--- src/rtl/hit_sound_gen.sv ---
// hit_sound_gen: turns brick/wall and paddle hit requests into square-wave tone bursts
module hit_sound_gen #(
    parameter int CNT_W      = 24,
    parameter int TONE1_HALF = 25000,
    parameter int TONE2_HALF = 50000,
    parameter int DUR1       = 2500000,
    parameter int DUR2       = 5000000
) (
    input  logic       clk,
    input  logic       reset,
    input  logic       play_sound1,
    input  logic       play_sound2,
    input  logic       mute,
    output logic       speaker,
    output logic       busy,
    output logic [1:0] tone_id
);
    typedef enum logic [1:0] {IDLE = 2'd0, TONE1 = 2'd1, TONE2 = 2'd2} state_t;
    state_t           state_q;
    logic [1:0]       s1_q, s2_q, p_q, req;
    logic [CNT_W-1:0] dur_q, half_q, half_lim;
    logic             phase_q, phase_d, wrap, busy_q, speaker_q;
    // bit 1 is the paddle request, bit 0 the brick/wall request
    assign req      = s2_q & ~p_q;
    assign half_lim = state_q == TONE2 ? CNT_W'(TONE2_HALF - 1) : CNT_W'(TONE1_HALF - 1);
    assign wrap     = half_q == half_lim;
    assign phase_d  = phase_q ^ wrap;
    assign speaker  = speaker_q;
    assign busy     = busy_q;
    assign tone_id  = state_q;
    // synchronisers, edge detect, burst FSM and registered outputs
    always_ff @(posedge clk) begin
        if (reset) begin
            s1_q      <= '0;
            s2_q      <= '0;
            p_q       <= '0;
            state_q   <= IDLE;
            dur_q     <= '0;
            half_q    <= '0;
            phase_q   <= 1'b0;
            busy_q    <= 1'b0;
            speaker_q <= 1'b0;
        end else begin
            s1_q <= {play_sound2, play_sound1};
            s2_q <= s1_q;
            p_q  <= s2_q;
            if (req[1] || (req[0] && state_q != TONE2)) begin
                state_q   <= req[1] ? TONE2 : TONE1;
                dur_q     <= req[1] ? CNT_W'(DUR2 - 1) : CNT_W'(DUR1 - 1);
                half_q    <= '0;
                phase_q   <= 1'b0;
                busy_q    <= 1'b1;
                speaker_q <= 1'b0;
            end else if (state_q != IDLE) begin
                if (dur_q == '0) begin
                    state_q   <= IDLE;
                    busy_q    <= 1'b0;
                    speaker_q <= 1'b0;
                end else begin
                    dur_q     <= dur_q - 1'b1;
                    half_q    <= wrap ? '0 : half_q + 1'b1;
                    phase_q   <= phase_d;
                    speaker_q <= phase_d & ~mute;
                end
            end
        end
    end
endmodule

--- config.mk ---
export PLATFORM = sky130hd
export DESIGN_NAME = hit_sound_gen
export DESIGN_NICKNAME = d
export VERILOG_FILES = /design/src/rtl/hit_sound_gen.sv
export SDC_FILE = /design/constraint.sdc
export NUM_CORES = 1
export LEC_CHECK = 0
export ABC_AREA = 1
export CAP_MARGIN = 5
export CORE_MARGIN = 2
export CORE_UTILIZATION = 40
export CTS_CLUSTER_DIAMETER = 150
export DETAILED_ROUTE_END_ITERATION = 10
export HOLD_SLACK_MARGIN = 0.1
export SLEW_MARGIN = 20
export SYNTH_ARGS = -nofsm -noshare
export SYNTH_HDL_FRONTEND = slang
export SYNTH_SLANG_ARGS = --single-unit
--- constraint.sdc ---
create_clock -name clk -period 2.2 [get_ports clk]
set_input_delay 0.22 -clock clk [delete_from_list [all_inputs] [get_ports clk]]
set_output_delay 0.22 -clock clk [all_outputs]
set_load 0.01 [all_outputs]
## After elaboration in Yosys (flattened, before gate mapping)

Cells that the tools add are included.

| storage, ports and cells | value |
|---|---|
| bits in registers | 59 |
| logic and storage cells | 45 |

| operators by class | value |
|---|---|
| $add $sub $neg | 2 |
| eq/ne operators | 4 |
| muxes and demuxes | 14 |
| bitwise logic cells | 6 |
| reductions and logical operators | 10 |

Operator list:

| cell | number |
|---|---|
| $mux 24 | 4 |
| $add 24x1->24 const B | 1 |
| $eq 24x16->1 | 1 |
| $logic_not 24->1 | 1 |
| $sub 24x1->24 const B | 1 |
| $mux 23 | 1 |
| $mux 16 | 1 |
| $mux 2 | 4 |
| $reduce_and 2->1 | 3 |
| $reduce_bool 2->1 | 3 |
| $mux 1 | 4 |
| $ne 2x2->1 const B | 2 |
| $and 2x2->2 | 1 |
| $eq 2x2->1 const B | 1 |
| $not 1->1 | 2 |
| $not 2->2 | 1 |
| $reduce_or 2->1 | 1 |
| $and 1x1->1 | 1 |
| $logic_and 1x1->1 | 1 |
| $logic_or 1x1->1 | 1 |
| $xor 1x1->1 | 1 |

## Longest topological paths before layout

| depth | value |
|---|---|
| word-level depth | 6 |
| mapped depth | 13 |
| depth with buffers taken out | 12 |

## Worst setup path before layout

OpenSTA, ideal clock, no wires.

| path | value |
|---|---|
| path kind | reg2reg |
| start point | register half_q[0] |
| end point | register half_q[6] |
| library setup time | 0.114 ns |
| data arrival time | 1.458 ns |
| slack | 0.628 ns |
| stages on the path, launching flop included | 14 |
| clock period less this slack | 1.572 ns |
| cell sequence | dfxtp_1 -> ha_1 -> nand2_1 -> inv_1 -> nand2_1 -> nor2_1 -> nand2_1 -> nor2_1 -> nand2_1 -> nor2_2 -> nor2_4 -> buf_6 -> o21ai_2 -> nor2_2 |

| on the way | value |
|---|---|
| longest elaborated chain between the ends | 2 |
| elaborated cells between the ends (all ways) | 3 |
| classes of those cells | 1 x add/sub; 1 x eq/ne; 1 x mux |

RTL lines:

| element | line | source |
|---|---|---|
| start, declared | 21 | `logic [CNT_W-1:0] dur_q, half_q, half_lim;` |
| start signal, assigned | 61 | `half_q <= wrap ? '0 : half_q + 1'b1;` |
| $add 24x1->24 or $eq 24x16->1 (tied branches) | 61, 26 |  |
| $mux 24 * | 61 |  |

Mark *: on every way between the ends. The rest lies on a longest branch, timed or not.
A chain may end at the register's enable or synchronous reset.

## Worst setup path after layout

| path | value |
|---|---|
| start point | register dur_q[0] |
| end point | register half_q[6] |

| on the way | value |
|---|---|
| longest elaborated chain between the ends | 3 |

RTL lines:

| element | line | source |
|---|---|---|
| start, declared | 21 |  |
| start signal, assigned | 49 | `dur_q <= req[1] ? CNT_W'(DUR2 - 1) : CNT_W'(DUR1 - 1);` |
| start signal, assigned | 60 | `dur_q <= dur_q - 1'b1;` |
| $logic_not 24->1 | 55 | `if (dur_q == '0) begin` |
| $not 1->1 (no source line) | - |  |
| $reduce_and 2->1 (no source line) | - |  |

No other way between the ends.

==> results.json <==
{
  "status": "finished, final reports clean",
  "synthCells": 549,
  "max-slew-margin-rel_pct": 66.4,
  "vdd_drop_max_mv": 0.432,
  "tns_ns": 0,
  "synth-async-reset-ratio_pct": 0,
  "syn_area_sq_mm": 0.00343,
  "rsz0062_at_grt": "false",
  "crit_buf_inv": 2,
  "grt_usage_pct": 21.0,
  "dp_hpwl_microns": 6650,
  "routabilityCongestion": 0.935,
  "wl_per_cell_microns": 13.1,
  "path_clk_slew_ns": 0.08,
  "nets": 574,
  "placed_area_sq_mm": 0.00364,
  "grt_pass1_vias": 3236,
  "hold_class": "in -> reg",
  "crit_path_frequent_cell": "nor2_1",
  "cts_inserted_buffers": 9,
  "tightest_slew_ns": 0.502,
  "yosysSeqAreaShare_pct": 34.4,
  "reg2reg_slack_ns": 0.28,
  "drive_above_1_share_pct": 10.3,
  "maxCapViolations": 0,
  "cts_hold_buf": 0,
  "synth_edf_count": 0,
  "final.min_clock_period_ns": 1.92,
  "setup-violations-final": 0,
  "p_leak_nw": 1.56,
  "skew_ns": 0.00840,
  "critPathCaptureType": "register",
  "syn2layout_area_growth_pct": 12.7,
  "antenna_left": 0,
  "die_area_sq_mm": 0.00933,
  "slowest_stage": "inv_2",
  "cts_tree": "done",
  "power_density_mw_per_mm2": 769,
  "netlist_top_cells_area": "dfxtp_1, nand2_1, nor2_1, inv_1, a21oi_1",
  "grt_pass1_wl_microns": 14900,
  "yosysWarnings": 0,
  "cts_buffer_depth": 2,
  "vias": 3353,
  "crit_fanout": 27,
  "vias_per_cell": 4.96,
  "grt_max_degree": 28,
  "io_pins": 9,
  "crit_chain": "inv_1 > ha_1 > nand2_1 > nor2_1 > nand3_2 > nand2_4 > inv_2 > nand3_1 > nor2_1 > nor2_2",
  "synth_top_area_share_pct": 34.4,
  "final_max_slew_viol_count": 0,
  "cts_root_buffer": "clkbuf_8",
  "crit_required_ns": 2.45,
  "drc_errors": 0,
  "io_buffers": 8,
  "drt_iter0_markers": 127,
  "synth_top_flop_cell": "dfxtp_1",
  "cp.arrival_ns": 2.17,
  "die_h_microns": 96.6,
  "post_cts_resized": 0,
  "insertion_delay_ns": 0.35,
  "rows": 33,
  "path_class": "reg -> reg",
  "crit_path_start_kind": "register",
  "die_w_microns": 96.6,
  "wirelength_microns": 8870,
  "post_cts_buffers": 0,
  "period_share_pct": 87.4,
  "finish.instance_area_sq_mm": 0.00386,
  "htreeDepth": 3,
  "start_util_pct": 41.5,
  "antenna_found_initial": 0,
  "hold_violations": 0,
  "timing.fmax_ghz": 0.520,
  "numClockSinks": 59,
  "synth_nets": 557,
  "drt_pre_antenna_iters": 4,
  "yosys.cell_types.count": 30,
  "path_delay_family": "simple AND/OR/NAND/NOR gates",
  "antenna_cells_inserted": 0,
  "grt-ovfl-total": 0,
  "yosys_register_bits": 59,
  "core_sq_mm": 0.00826,
  "yosysTopAreaCell": "dfxtp_1",
  "cpPeakStageDelay_ns": 0.40,
  "syn_area_per_cell_sq_um": 6.25
}
[cell usage in the layout (no fill, tap or decap), types with 2 or more instances in the layout]
cell and n:
bufinv_16 2, a21oi_2 3, nor2_1 100, nand2_2 6
nor3_2 2, nor2_4 5, or2_2 2, nand2_1 136
buf_4 8, nand4_1 9, ha_1 3, clkinvlp_4 2
nor3_1 15, xnor2_1 2, nand2_4 2, dfxtp_1 59
inv_1 68, a31oi_1 4, o21ai_0 28, inv_2 6
nor4_1 2, nor2_2 7, clkinv_4 2, nand3_1 34
clkbuf_8 9, a21oi_1 35, xor2_1 7, clkdlybuf4s50_1 8
[worst reg2reg max path: stages, from the launching register on]
cell,delay [ns]
dfxtp_1,0.33
inv_1,0.08
ha_1,0.20
nand2_1,0.07
nor2_1,0.05
nand3_2,0.09
nand2_4,0.21
inv_2,0.40
nand3_1,0.19
nor2_1,0.15
nor2_2,0.05
[synthesized netlist by cell type (2+ instances only)]
master    number
xor2_1         7
nor4_1         2
a21oi_2        3
a31oi_1        4
nand2_4        2
nand4_1        9
nor2_4         5
clkbuf_1       3
nand2_1      136
buf_6          2
ha_1           3
nor2_2         7
nor3_2         2
buf_2          4
inv_2          6
dfxtp_1       59
nor2_1       100
xnor2_1        2
nand2_2        6
inv_1         68
a21oi_1       35
nor3_1        15
o21ai_0       28
nand3_1       34
or2_2          2
[where the power goes]
part           internal [mW]  switching, mW  leakage [nW]
logic                  0.222          0.415         0.973
clock network          0.645          0.495         0.106
registers               1.13         0.0656         0.480
[stage by stage]
step                setup WS [ns]  hold WS, ns  instances  total power, mW  util [%]
detailed placement          0.284        0.392        660             1.85      44.1
finish                      0.276        0.382        676             2.97      46.8
global route               0.0228        0.390        676             3.15      46.8
floorplan                   0.628        0.299        549             1.69         -
CTS                         0.273        0.367        676             3.00      46.8
global placement            0.301        0.392        660             1.85      44.1
[kinds of logic after synthesis]
kind of cell,share of synthesized area [%]
xor+xnor,2.30
flops,34.4
compound gates,11.4
simple gates,40.9
fa+ha+maj,1.09
buf+inv,9.89
[flip-flops by register name, summed over array words and instances (netlist names)]
| name | count |
|---|---|
| dur_q | 24 |
| tone_id | 2 |
| speaker | 1 |
| half_q | 24 |
| p_q | 2 |
| s2_q | 2 |
| s1_q | 2 |
| busy | 1 |
| phase_q | 1 |
[worst paths after layout]
kind	to	cells after the start	from
max reg2reg	half_q[6]	10	dur_q[0]
min reg2reg	s2_q[0]	2	s1_q[0]
min	s1_q[0]	3	play_sound1
max	half_q[6]	10	dur_q[0]
[routing by layer]
metal | global-route usage (%) | share of wire (%)
met5 | 0 | 0
met2 | 37.1 | 50
met1 | 24.5 | 44
met3 | 4.27 | 3.8
met4 | 8.80 | 2.2
[cell type report]
cell class | count | area [sq um]
Inverter | 74 | 278
Sequential cell | 59 | 1180
Tap cell | 105 | 131
Multi-Input combinational cell | 406 | 1910
Clock inverter | 7 | 101
Fill cell | 912 | 4390
Clock buffer | 9 | 124
Timing Repair Buffer | 16 | 140
No activity file was read; power rests on OpenSTA's default activity.
